File: config.mk
export PLATFORM = sky130hd
export DESIGN_NAME = itl_pair_serializer
export DESIGN_NICKNAME = d
export VERILOG_FILES = /design/src/rtl/itl_pair_serializer.sv
export SDC_FILE = /design/constraint.sdc
export NUM_CORES = 1
export LEC_CHECK = 0
export ABC_AREA = 1
export CAP_MARGIN = 10
export CORE_ASPECT_RATIO = 0.75
export CORE_MARGIN = 10
export CORE_UTILIZATION = 42
export DETAILED_ROUTE_END_ITERATION = 7
export HOLD_SLACK_MARGIN = 0.03
export PLACE_DENSITY = 0.55
export RECOVER_POWER = 25
export SLEW_MARGIN = 15
export SYNTH_ARGS = -nofsm -noshare
export SYNTH_HDL_FRONTEND = slang
export SYNTH_SLANG_ARGS = --single-unit
File: constraint.sdc
create_clock -name clk -period 3.89 [get_ports clk]
set_input_delay 1.167 -clock clk [delete_from_list [all_inputs] [get_ports clk]]
set_output_delay 1.167 -clock clk [all_outputs]
set_load 0.01 [all_outputs]
File: src/rtl/itl_pair_serializer.sv
`default_nettype none
// ============================================================================
// Module   : itl_pair_serializer
// Purpose  : Buffers 4-pair quads from the RX turbo interleaver in a small
//            FIFO and emits them one 2-bit pair per cycle to the turbo
//            decoder under valid/ready, framed by sop/eop per PB size.
// Revision : 1.0 - initial release
// ============================================================================
module itl_pair_serializer #(
    parameter int FIFO_DEPTH = 8,
    parameter int PTR_W      = 3
) (
    input  logic       clk,
    input  logic       n_rst,
    input  logic [1:0] pb_size,
    input  logic       start,
    input  logic [1:0] in_quad0,
    input  logic [1:0] in_quad1,
    input  logic [1:0] in_quad2,
    input  logic [1:0] in_quad3,
    input  logic       in_vld,
    output logic       in_rdy,
    output logic [1:0] dout,
    output logic       dout_vld,
    input  logic       dout_rdy,
    output logic       dout_sop,
    output logic       dout_eop,
    output logic       busy,
    output logic       err_len,
    output logic       err_abort
);

    localparam logic [0:0]     c_ST_IDLE  = 1'b0;
    localparam logic [0:0]     c_ST_RUN   = 1'b1;
    localparam logic [PTR_W:0] c_PTR_ONE  = (PTR_W+1)'(1);

    logic [0:0]     r_state;
    logic [7:0]     r_mem [FIFO_DEPTH];
    logic [PTR_W:0] r_wr_ptr;
    logic [PTR_W:0] r_rd_ptr;
    logic [11:0]    r_frame_len;
    logic [11:0]    r_pair_cnt;
    logic [9:0]     r_wr_quads;
    logic [1:0]     r_lane;
    logic           r_err_len;
    logic           r_err_abort;

    logic           w_run;
    logic           w_full;
    logic           w_empty;
    logic           w_push;
    logic           w_hs;
    logic           w_pop;
    logic           w_eop;
    logic           w_eop_hs;
    logic [7:0]     w_head;
    logic [1:0]     w_head_pair;
    logic [11:0]    w_new_len;

    // Pointer MSB is the wrap bit: equal low bits with differing wrap means full
    assign w_run    = (r_state == c_ST_RUN);
    assign w_full   = (r_wr_ptr[PTR_W] != r_rd_ptr[PTR_W]) &&
                      (r_wr_ptr[PTR_W-1:0] == r_rd_ptr[PTR_W-1:0]);
    assign w_empty  = (r_wr_ptr == r_rd_ptr);

    assign in_rdy   = w_run && !w_full && (r_wr_quads < r_frame_len[11:2]);
    assign w_push   = in_vld && in_rdy;

    assign dout_vld = w_run && !w_empty;
    assign w_hs     = dout_vld && dout_rdy;
    assign w_pop    = w_hs && (r_lane == 2'd3);
    assign w_eop    = dout_vld && (r_pair_cnt == (r_frame_len - 12'd1));
    assign w_eop_hs = w_hs && w_eop;

    assign w_head   = r_mem[r_rd_ptr[PTR_W-1:0]];

    // Select the current lane of the head quad; lane 0 leaves first
    always_comb begin
        w_head_pair = w_head[1:0];
        case (r_lane)
            2'd0:    w_head_pair = w_head[1:0];
            2'd1:    w_head_pair = w_head[3:2];
            2'd2:    w_head_pair = w_head[5:4];
            default: w_head_pair = w_head[7:6];
        endcase
    end

    // Frame length in pairs for the requested PB size (0 marks illegal)
    always_comb begin
        w_new_len = 12'd0;
        case (pb_size)
            2'd0:    w_new_len = 12'd64;
            2'd1:    w_new_len = 12'd544;
            2'd2:    w_new_len = 12'd2080;
            default: w_new_len = 12'd0;
        endcase
    end

    // Outputs are forced to 0 while nothing valid is presented
    assign dout      = dout_vld ? w_head_pair : 2'b00;
    assign dout_sop  = dout_vld && (r_pair_cnt == 12'd0);
    assign dout_eop  = w_eop;
    assign busy      = w_run;
    assign err_len   = r_err_len;
    assign err_abort = r_err_abort;

    // Quad storage; lane 0 sits in the low bits
    always_ff @(posedge clk) begin
        if (w_push && !start) begin
            r_mem[r_wr_ptr[PTR_W-1:0]] <= {in_quad3, in_quad2, in_quad1, in_quad0};
        end
    end

    // Control: start always re-arms (flushing any frame in flight), otherwise
    // advance pointers and counters on push/handshake and leave RUN after eop
    always_ff @(posedge clk or negedge n_rst) begin
        if (!n_rst) begin
            r_state     <= c_ST_IDLE;
            r_wr_ptr    <= '0;
            r_rd_ptr    <= '0;
            r_frame_len <= 12'd0;
            r_pair_cnt  <= 12'd0;
            r_wr_quads  <= 10'd0;
            r_lane      <= 2'd0;
            r_err_len   <= 1'b0;
            r_err_abort <= 1'b0;
        end else begin
            // A start that coincides with the eop handshake is a clean hand-over
            r_err_abort <= start && w_run && !w_eop_hs;
            if (start) begin
                r_wr_ptr   <= '0;
                r_rd_ptr   <= '0;
                r_pair_cnt <= 12'd0;
                r_wr_quads <= 10'd0;
                r_lane     <= 2'd0;
                if (pb_size != 2'd3) begin
                    r_state     <= c_ST_RUN;
                    r_frame_len <= w_new_len;
                    r_err_len   <= 1'b0;
                end else begin
                    r_state   <= c_ST_IDLE;
                    r_err_len <= 1'b1;
                end
            end else begin
                if (w_push) begin
                    r_wr_ptr   <= r_wr_ptr + c_PTR_ONE;
                    r_wr_quads <= r_wr_quads + 10'd1;
                end
                if (w_hs) begin
                    r_pair_cnt <= r_pair_cnt + 12'd1;
                    r_lane     <= r_lane + 2'd1;
                end
                if (w_pop) begin
                    r_rd_ptr <= r_rd_ptr + c_PTR_ONE;
                end
                if (w_eop_hs) begin
                    r_state <= c_ST_IDLE;
                end
            end
        end
    end

endmodule
`default_nettype wire

## Word level (Yosys, flattened, before mapping)

Memories as Yosys holds them, arrays and structs flattened.
Cells that the tools add are included.

- Order comparisons: 1
- Add/sub/neg operators: 6
- Mux-type cells: 19
- Reduce and logical (&&, ||, !) cells: 25
- Equality and inequality tests: 10

Operator list:

| cell | number |
|---|---|
| case mux 12 bit (3 select lines) | 1 |
| 2-to-1 mux 12 bit | 2 |
| 2-to-1 mux 10 bit | 2 |
| 2-to-1 mux 4 bit | 4 |
| logical AND 1 bit | 13 |
| adder 12 x 1 -> 12 bit (second input constant) | 1 |
| equality test 12 bit | 1 |
| zero test 12 bit | 1 |
| subtractor 12 x 1 -> 12 bit (second input constant) | 1 |
| adder 10 x 1 -> 10 bit (second input constant) | 1 |
| less-than comparator 10 bit | 1 |
| adder 4 x 1 -> 4 bit (second input constant) | 2 |
| nonzero test 2 bit | 4 |
| equality test 2 bit (second input constant) | 3 |
| 2-to-1 mux 1 bit | 6 |
| 2-to-1 mux 2 bit | 3 |
| case mux 2 bit (3 select lines) | 1 |
| equality test 2 x 1 -> 1 bit (second input constant) | 2 |
| equality test 4 bit | 1 |
| zero test 1 bit | 4 |
| zero test 2 bit | 2 |
| equality test 3 bit | 1 |
| adder 2 x 1 -> 2 bit (second input constant) | 1 |
| != test 2 bit (second input constant) | 1 |
| 2 further kinds | 2 |

- Input port bits: 15
- Logic and storage cells: 71
- Register bits: 47
- Memories kept: 1
- Output and inout bits: 9
- RAM bits: 64

Memories:

| memory | words | width | rd ports | clocked after memory_dff | wr ports | RTL line | text |
|---|---|---|---|---|---|---|---|
| r_mem | 8 | 8 | 1 | 0 | 1 | 38 | `logic [7:0] r_mem [FIFO_DEPTH];` |

## Longest topological paths before layout

Gate-level depths: netlist of the first run.

- Word-level depth: 9
- Gate-level depth with buffers: 13
- Mapped depth without buffers: 13

## Worst setup path before layout of the first run

Ideal clock, no wire load.

- Path kind: register -> output
- From: register r_frame_len[5]
- To: output dout_eop
- Data arrival time: 1.545 ns
- Data required time: 2.723 ns
- Setup slack: 1.178 ns
- Cell stages (with the launch flop): 11
- Cells stage by stage: dfrtp_1 -> inv_1 -> ha_1 -> ha_1 -> inv_1 -> nand2_1 -> nand2_1 -> nand2_1 -> nor2_1 -> nand2_1 -> nor3_1

- Longest elaborated chain between the ends: 3

Ends and longest elaborated chain:

| item | RTL line | text |
|---|---|---|
| start, declared | 41 | `logic [11:0] r_frame_len;` |
| start signal, assigned | 138 | `r_frame_len <= w_new_len;` |
| subtractor 12 x 1 -> 12 bit | 72 | `assign w_eop = dout_vld && (r_pair_cnt == (r_frame_len - 12'd1));` |
| equality test 12 bit | 72 |  |
| logical AND 1 bit | 72 |  |
| end, declared | 27 | `output logic dout_eop,` |

Every way passes these cells.

## Final worst setup path of the first run

Same ends and word-level chain as after synthesis.

==> results of run 1 <==
## state kept, by name, summed over array words and instances, names as in the netlist
signal / count
r_pair_cnt: 12
r_mem: 64
r_lane: 2
r_wr_ptr: 4
r_wr_quads: 10
busy: 1
err_len: 1
err_abort: 1
r_frame_len: 4
r_rd_ptr: 4
## cells by family after synthesis
| group | Yosys count | share of synthesized area [%] |
|---|---|---|
| AND/OR/NAND/NOR | 394 | 32.10 |
| adder cells (fa/ha/maj) | 19 | 4.247 |
| flip-flops | 103 | 51.77 |
| XOR/XNOR | 18 | 2.950 |
| buffers and inverters | 91 | 7.555 |
| AO/OA/AOI/OAI | 15 | 1.386 |
## Yosys cell counts, types with 3 or more instances
master | instances | area share [%]
nand4_1 | 10 | 1.1
nor2_1 | 54 | 3.6
dfrtp_1 | 39 | 17
edfxtp_1 | 64 | 34
nand2_2 | 4 | 0.45
nand3_2 | 11 | 2.0
inv_1 | 59 | 4.0
nor3_1 | 10 | 0.89
xnor2_1 | 5 | 0.78
nand3_1 | 75 | 6.7
o21ai_0 | 8 | 0.72
o21ai_1 | 3 | 0.27
xor2_1 | 12 | 1.9
buf_6 | 4 | 0.80
a21oi_1 | 3 | 0.27
nand2_1 | 211 | 14
nor3_2 | 3 | 0.54
inv_4 | 3 | 0.34
buf_2 | 16 | 1.4
clkbuf_1 | 3 | 0.20
ha_1 | 19 | 4.2
nor2_2 | 4 | 0.45
## area by class of cell
type                    count  share of cell area, %
well taps                 171                  3.410
multi-input cells         446                  36.29
repair buffers             37                  5.264
inverters                  65                  4.008
clock buffers               9                  3.589
clock inverters             7                  1.256
flip-flops and latches    103                  46.18
## stage by stage
step           util (%)  power (mW)  setup slack, ps
2_1_floorplan         -       1.519             1178
3_3_place_gp      45.87       1.646            664.5
3_5_place_dp      45.87       1.652            615.9
4_1_cts           48.20       2.583            229.3
5_1_grt           48.20       2.674            7.528
6_report          48.20       2.555            250.6
## metal layers
metal  GRT usage, %  vias up  wire [um]
met4          3.686        0        105
met2          21.10       64       5577
met1          19.97     1997       6439
li1               -     2112          -
met5              0        -          0
met3          2.891       10        458
## where the power goes
part / internal, mW / total [mW] / switching (mW)
Combinational: 0.143 / 0.404 / 0.262
Clock: 0.507 / 0.934 / 0.427
Sequential: 1.19 / 1.22 / 0.0280
## worst register-to-register path, stage by stage (launching register included)
cell and delay [ps]:
dfrtp_1 380, inv_1 140, ha_1 260, nand2_1 70, nand2_1 50, nand2_1 60, nand2_1 60, nor2_2 160
nand4_1 450, nor3_1 300, buf_4 260
## how the worst min path moves through the flow
stage                              from       endpoint  depth (start not counted)
after global routing      r_wr_quads[0]  r_wr_quads[0]                          1
after detailed placement        err_len        err_len                          2
after CTS                 r_wr_quads[0]  r_wr_quads[0]                          1
after global placement    r_wr_quads[0]  r_wr_quads[0]                          1
final                           err_len        err_len                          2
after floorplan           r_wr_quads[0]  r_wr_quads[0]                          1
==> flow_metrics.tcl, run 1 <==
set metrics [dict create \
    crit_type "reg -> out" \
    syn_area_per_cell_sq_um 8.747 \
    crit_buf_inv 3 \
    tns_ps 0 \
    synth_edf_count 64 \
    postCtsSetupRepairBufs 0 \
    diodes 0 \
    min_period_ps 3639 \
    fin_nets 696 \
    grt-ovfl-total 0 \
    design_area_sq_mm 0.006275 \
    syn_to_final_growth_pct 12.09 \
    synth.distinct_cells 38 \
    clkLatencyLatePin_ps 350 \
    cp.depth 11 \
    grt_start_max_net_pins 40 \
    drt-total-wl_mm 12.58 \
    die_h_um 120.0 \
    vias 4183 \
    final_common_cell "nand2_1" \
    path_delay_family "buffers and inverters" \
    crit_chain "inv_1 > ha_1 > ha_1 > inv_1 > nand2_1 > nand2_1 > nand2_1 > nor2_1 > nand2_1 > nor3_1 > clkdlybuf4s50_1" \
    grt_pass1_vias 3979 \
    cp-end-kind "output pin" \
    powerDensity_mw_per_mm2 407.1 \
    netlist_area_sq_mm 0.005598 \
    cp_slowest_stage_delay_ps 560 \
    grt_usage_pct 14.01 \
    worstPathRequired_ps 2720 \
    initial_core_util_pct 43.00 \
    first_pass_iters 5 \
    min_period_over_period_pct 93.56 \
    io_pins 24 \
    hold_violations 0 \
    reg2reg_depth 10 \
    finalSetupViolCount 0 \
    crit_fanout 5 \
    hold_class "reg -> reg" \
    grt_antenna_before_repair 0 \
    relSlewSlack_pct 37.90 \
    whs_ps 515.7 \
    tritoncts "built" \
    num_rows 36 \
    remaining_drc_errors 0 \
    drt-wirelength-per-cell_um 15.01 \
    place_hpwl_mm 8.451 \
    coreArea_sq_mm 0.01302 \
    vias_per_cell 4.992 \
    ir_drop_uv 216.6 \
    drv_cap 0 \
    regArea_sq_mm 0.002898 \
    cts_buffers 9 \
    status "complete, no violations" \
    synth_async_sr_flop_share_pct 37.86 \
    rsz0062_at_grt "false" \
    endpoint "dout_eop" \
    p_leak_nw 2.763 \
    worst_path_max_delay_cell "clkdlybuf4s50_1" \
    start_kind "register" \
    tightest_slew_ps 931.6 \
    multiInputGateArea_sq_mm 0.002277 \
    timing_max_transition_violations_final 0 \
    die_area_sq_mm 0.01839 \
    drive_above_1_share_pct 9.745 \
    cts_buffer_depth 2 \
    fmax_mhz 274.8 \
    finalNonFillerCells 838 \
    worst_setup_hold_path_clk_slew_ps 70 \
    holdBufCountCts 0 \
    r2r_slack_ps 1400 \
    portBuffers 23 \
    die_w_um 153.3 \
    startpoint "r_frame_len[5]" \
    gp_congestion 0.8172 \
    htree_num_levels 3 \
    layout_common_cells "211 x nand2_1, 75 x nand3_1, 64 x edfxtp_1" \
    syn-num-nets 674 \
    cpMostUsedCell "nand2_1" \
    synth-seq-cells 103 \
    synthCells 640 \
    yosysSeqAreaShare_pct 51.77 \
    cts_sinks 103 \
    cts_root_buffer "clkbuf_16" \
    synthFlopType "edfxtp_1" \
    grt_pass1_wl_mm 21.10 \
    place_area_sq_mm 0.005971 \
    fillers 1236 \
    fin_skew_ps 12.64 \
    arrival_ps 2470 \
    drt_first_iter_violations 313 \
    ant_nets 0 \
    yosysWarnings 0 \
    rr_endpoint "r_mem[4][2]" \
    postCtsResizedCells 0 \
    dpl.cell_count 822 \
    timing.rr.start "r_frame_len[9]" \
]
(Power assumes the default switching activity.)
==> run 2: changes to the inputs <==
--- a/config.mk
+++ b/config.mk
@@ -9,11 +9,13 @@
 export CAP_MARGIN = 10
 export CORE_ASPECT_RATIO = 0.75
 export CORE_MARGIN = 10
-export CORE_UTILIZATION = 42
+export CORE_UTILIZATION = 50
+export CTS_CLUSTER_DIAMETER = 150
 export DETAILED_ROUTE_END_ITERATION = 7
 export HOLD_SLACK_MARGIN = 0.03
-export PLACE_DENSITY = 0.55
+export PLACE_DENSITY = 0.64
 export RECOVER_POWER = 25
+export SKIP_LAST_GASP = 1
 export SLEW_MARGIN = 15
 export SYNTH_ARGS = -nofsm -noshare
 export SYNTH_HDL_FRONTEND = slang
==> run 2 against run 1 <==
Compared with the run above:
- sequential share of layout area up 0.22 points
- worst hold slack better by 11 ps
- clock skew down 2.2 ps
- final area down 0.48%
- non-clock buffer count unchanged
- first-iteration DRC count down 6.1%
- via count down 0.26%
==> flow_metrics.tcl, run 2 (synthesis results as in run 1) <==
set metrics [dict create \
    die_area_sq_mm 0.01587 \
    num_rows 33 \
    coreArea_sq_mm 0.01094 \
    tightest_slew_ps 915.5 \
    finalSetupViolCount 0 \
    timing_max_transition_violations_final 0 \
    p_clk_share_pct 36.7 \
    remaining_drc_errors 0 \
    rsz0062_at_grt "false" \
    min_period_ps 3637 \
    grt_pass1_wl_mm 20.23 \
    syn_to_final_growth_pct 11.56 \
    crit_fanout 5 \
    pwr-share-comb_pct 15.5 \
    die_w_um 142.2 \
    cp-end-kind "output pin" \
    cts_sinks 103 \
    htree_num_levels 3 \
    drv_cap 0 \
    swShare_pct 27.67 \
    grt_start_max_net_pins 40 \
    total_power_mw 2.550 \
    cts_buffer_depth 2 \
    initial_core_util_pct 51.16 \
    worst_setup_hold_path_clk_slew_ps 70 \
    tns_ps 0 \
    whs_ps 526.4 \
    largest_reg_flops 64 \
    p_switching_mw 0.7056 \
    crit_type "reg -> out" \
    status "complete, no violations" \
    cts_buffers 9 \
    drt-total-wl_mm 12.01 \
    drt_first_iter_violations 294 \
    hold_violations 0 \
    hold_class "reg -> reg" \
    grt_pass1_vias 4059 \
    dpl.cell_count 791 \
    io_pins 24 \
    arrival_ps 2470 \
    final_common_cell "nand2_1" \
    holdBufCountCts 0 \
    cts_root_buffer "clkbuf_16" \
    ant_nets 0 \
    vias_per_cell 5.170 \
    first_pass_iters 5 \
    place_hpwl_mm 8.440 \
    finalNonFillerCells 807 \
    drive_above_1_share_pct 9.745 \
    ir_drop_uv 246.2 \
    relSlewSlack_pct 38.97 \
    vias 4172 \
    sequentialPowerShare_pct 47.8 \
    fmax_mhz 274.9 \
    worstPathRequired_ps 2720 \
    grt-ovfl-total 0 \
    p_leak_nw 2.773 \
    diodes 0 \
    tritoncts "built" \
    grt_usage_pct 15.61 \
    gp_congestion 0.8308 \
    postCtsSetupRepairBufs 0 \
    start_kind "register" \
    layout_common_cells "211 x nand2_1, 75 x nand3_1, 64 x edfxtp_1" \
    postCtsResizedCells 0 \
    die_h_um 111.6 \
    powerDensity_mw_per_mm2 408.3 \
    drt-wirelength-per-cell_um 14.88 \
    fin_skew_ps 10.40 \
    min_period_over_period_pct 93.50 \
    clkLatencyLatePin_ps 350 \
    fin_nets 696 \
    portBuffers 23 \
    grt_antenna_before_repair 0 \
    p_int_mw 1.844 \
    fillers 954 \
]
## run 2: worst max-delay path, stage by stage (launching register included)
cell and delay [ps]:
dfrtp_1 370, inv_1 100, ha_1 240, ha_1 290, inv_1 60, nand2_1 40
nand2_1 60, nand2_1 40, nor2_1 110, nand2_1 80, nor3_1 160, clkdlybuf4s50_1 570
## run 2: layer usage
metal	routed length, um	vias to the layer above	GRT usage [%]
li1	-	2121	-
met1	6228	1958	23.48
met2	5095	81	21.80
met3	552	12	3.482
met4	130	0	4.351
met5	0	-	0
## run 2: worst paths after layout
check	startpoint	to	slack (ps)	cells past startpoint
setup / recovery	r_frame_len[5]	dout_eop	250	11
hold / removal	err_len	err_len	530	2
setup reg to reg	r_frame_len[9]	r_mem[4][2]	1450	10
hold reg to reg	err_len	err_len	530	2
max in group asynchronous	n_rst	r_rd_ptr[0]	2360	1
min in group asynchronous	n_rst	r_pair_cnt[7]	950	1
## run 2: stage by stage
| stage | setup slack [ps] | area [sq um] | utilization [%] |
|---|---|---|---|
| 2_1_floorplan | 1178 | 5598 | - |
| 3_3_place_gp | 666.2 | 5932 | 54.21 |
| 3_5_place_dp | 607.4 | 5932 | 54.21 |
| 4_1_cts | 234.2 | 6245 | 57.07 |
| 5_1_grt | 64.30 | 6245 | 57.07 |
| 6_report | 252.8 | 6245 | 57.07 |
## run 2: power groups by stage
stage	registers (mW)	clock network (mW)	logic (mW)
final	1.22	0.935	0.396
after global routing	1.22	1.00	0.450
after CTS	1.22	0.957	0.403
after detailed placement	1.24	0	0.400
after global placement	1.24	0	0.395
after floorplan	1.23	0	0.290
## run 2: cell type report
class	count	area [sq um]	area share, %
clock buffers	9	225.2	3.606
well taps	140	175.2	2.805
inverters	65	251.5	4.027
repair buffers	37	330.3	5.290
clock inverters	7	87.58	1.403
multi-input cells	446	2277	36.47
flip-flops and latches	103	2898	46.40
==> patch (settings of run 1) <==
Make the reset (`n_rst`) synchronous in one clocked block.
--- a/src/rtl/itl_pair_serializer.sv
+++ b/src/rtl/itl_pair_serializer.sv
@@ -113,7 +113,7 @@
 
     // Control: start always re-arms (flushing any frame in flight), otherwise
     // advance pointers and counters on push/handshake and leave RUN after eop
-    always_ff @(posedge clk or negedge n_rst) begin
+    always_ff @(posedge clk) begin
         if (!n_rst) begin
             r_state     <= c_ST_IDLE;
             r_wr_ptr    <= '0;
Check against the original RTL: differs if n_rst is asserted again (counterexample within 4 cycles, from zero or initial values and one cycle with n_rst low); with n_rst held inactive, the same outputs for 10 cycles.
==> patch against run 1 <==
  * Routed wire length shrank 6.2%
  * Utilization increased by 1.1 points
  * First-iteration DRC count is 1.6% higher
  * Worst setup slack improved by 0.022 ns
  * Sequential cell count grew 3
  * Die area is 4.6% lower
  * Final area is 3.3% lower
  * Non-clock buffer count up 5
  * Area after synthesis fell by 5.4%
  * Critical endpoint unchanged
Power is not compared: it rests on default switching activity, and its combinational part moved more than twofold at a synthesized area within 25%.
==> patch: results (changes against run 1) <==
GR met3 Demand/Resource 3.00% (+0.11 points); GRT Total Usage 14.4% (+0.43 points); Worst Setup EP dout_eop; Post-Syn Nets 615 (-8.8%); Largest register FFs 64 (unchanged); Synth top cells by count 111 x nand2_1, 64 x edfxtp_1, 59 x nor2_1, 54 x inv_1, 43 x nand3_1; reg2reg end r_mem[7][6]$_DFFE_PP_; IO buf count 23 (unchanged); number of DRC markers in iteration 0 318 (+1.6%); first-pass GRT wire length 20,100 um (-5.0%); Post-synth ARST share 0% (-38 points); Synth area leaders edfxtp_1 36%, dfxtp_1 16%, nand2_1 7.9%; max incr delay on CP around 0.57 ns; R2R setup slack 1.52 ns (+0.12 ns); sequential share of the synthesized area 52.1% (+0.38 points); crit path max fanout 5 (unchanged); Reg2Reg Launch Point r_wr_quads[7]$_SDFFE_PP0P_; top_reg_cell synth edfxtp_1; Reg clk slew, reported paths 0.08 ns; nets 647 (-7.0%); worst endpoint data arrival time 2.45 ns (-0.02 ns); met2 Usage GRT 21.3% (+0.19 points); Final period util 93.0% (-0.56 points); Reg2Reg Depth 10 (unchanged); # diodes 0 (unchanged); min-delay src r_pair_cnt[9]$_SDFFE_PP0P_; routed len/inst 15.0 um (+0.24%); warning count from the yosys run 0 (unchanged); worst setup path start r_frame_len[5]$_SDFFE_PN0P_; Lkg Pwr 2.23 nW; DP Wirelength 8280 um (-2.0%); CTS Buf Count 9 (unchanged); grt met1 use 21.0% (+1.1 points); Root Buffer clkbuf_16; share of post-route cells with drive strength above 1 12.8% (+3.0 points); status complete, no violations; Hold Path Depth 2 (unchanged); Final GP Congestion 0.850 (+4.0%); vias in the first global route 3,821 (-4.0%); vias per inst 5.04 (+0.88%); pre-CTS setup slack 0.624 ns (+0.00839 ns); hold crit path type reg -> reg; largest net degree at the start of global routing 26 (-35%); Longest Clk Path Bufs 2 (unchanged); setup TNS 0 ns (unchanged); Post-CTS Resized 0 (unchanged); crit path max-delay cell type clkdlybuf4s50_1; EDFF count, synth 64 (unchanged); TritonRoute pass-1 iters 4 (-1); # H-tree levels 3 (unchanged); fillcell total 1,133 (-8.3%); initial antenna violation count 0 (unchanged); peak supply drop 246 uV; Least-Margin Pin Slew 0.614 ns (-0.318 ns); clock latency on the worst-skew pair 0.35 ns (about the same); clock skew 0.00699 ns (-0.00564 ns)
## patch: cell types whose count changed in the layout (fill, tap and decap cells not counted), moves of 8 or more
cell | run 1 | this run
a21oi_2 | 0 | 12
dfxtp_1 | 0 | 42
nand3_1 | 75 | 43
o211ai_1 | 0 | 8
nand2_2 | 4 | 15
dfrtp_1 | 39 | 0
o21ai_0 | 8 | 30
a21oi_1 | 3 | 36
nand2_1 | 211 | 111
nand3_2 | 11 | 1
## patch: how the worst min path moves through the flow
| stage | endpoint |
|---|---|
| floorplan | r_pair_cnt[9]$_SDFFE_PP0P_ |
| global placement | r_pair_cnt[9]$_SDFFE_PP0P_ |
| detailed placement | r_pair_cnt[9]$_SDFFE_PP0P_ |
| CTS | r_pair_cnt[9]$_SDFFE_PP0P_ |
| global route | r_pair_cnt[9]$_SDFFE_PP0P_ |
| finish | r_pair_cnt[9]$_SDFFE_PP0P_ |
## patch: area by class of cell
cell class	count	area share (%)
flip-flops and latches	106	45.5
multi-input cells	395	35.9
repair buffers	42	6.15
clock buffers	9	3.71
inverters	59	3.65
well taps	166	3.42
clock inverters	7	1.59
## patch: logic make-up after synthesis
| logic type | count (synthesis) | share of synthesized area [%] |
|---|---|---|
| flops | 106 | 52.1 |
| buf+inv | 80 | 6.71 |
| simple gates | 265 | 23.4 |
| xor+xnor | 17 | 2.81 |
| compound gates | 94 | 10.4 |
| fa+ha+maj | 19 | 4.49 |
## patch: power by group
part / leakage, nW / total, mW / internal, mW / switching [mW]
clock network: 0.154 / 0.961 / 0.520 / 0.441
registers: 0.915 / 1.20 / 1.19 / 0.00439
logic: 1.16 / 0.109 / 0.0403 / 0.0686
total: 2.23 / 2.27 / 1.75 / 0.514
## patch: through the flow
step | hold slack, ns | total power [mW] | cells | utilization (%) | cell area [sq um]
3_3_place_gp | 0.490 | 1.33 | 768 | 46.7 | 5740
5_1_grt | 0.520 | 2.36 | 784 | 49.3 | 6070
3_5_place_dp | 0.487 | 1.34 | 768 | 46.7 | 5740
6_report | 0.494 | 2.27 | 784 | 49.3 | 6070
2_1_floorplan | 0.464 | 1.29 | 581 | - | 5300
4_1_cts | 0.500 | 2.30 | 784 | 49.3 | 6070
## patch: critical path, delay by kind of cell, from the launching register on
kind / cells / cell delay (ns)
buf+inv: 3 / 0.75
fa+ha+maj: 2 / 0.52
simple gates: 6 / 0.50
flops: 1 / 0.36
## patch: per-layer routing
metal	share of wire, %	wire length [um]
met5	0	0
met4	0.95	112
met3	5.2	608
met2	43	5050
met1	51	6020
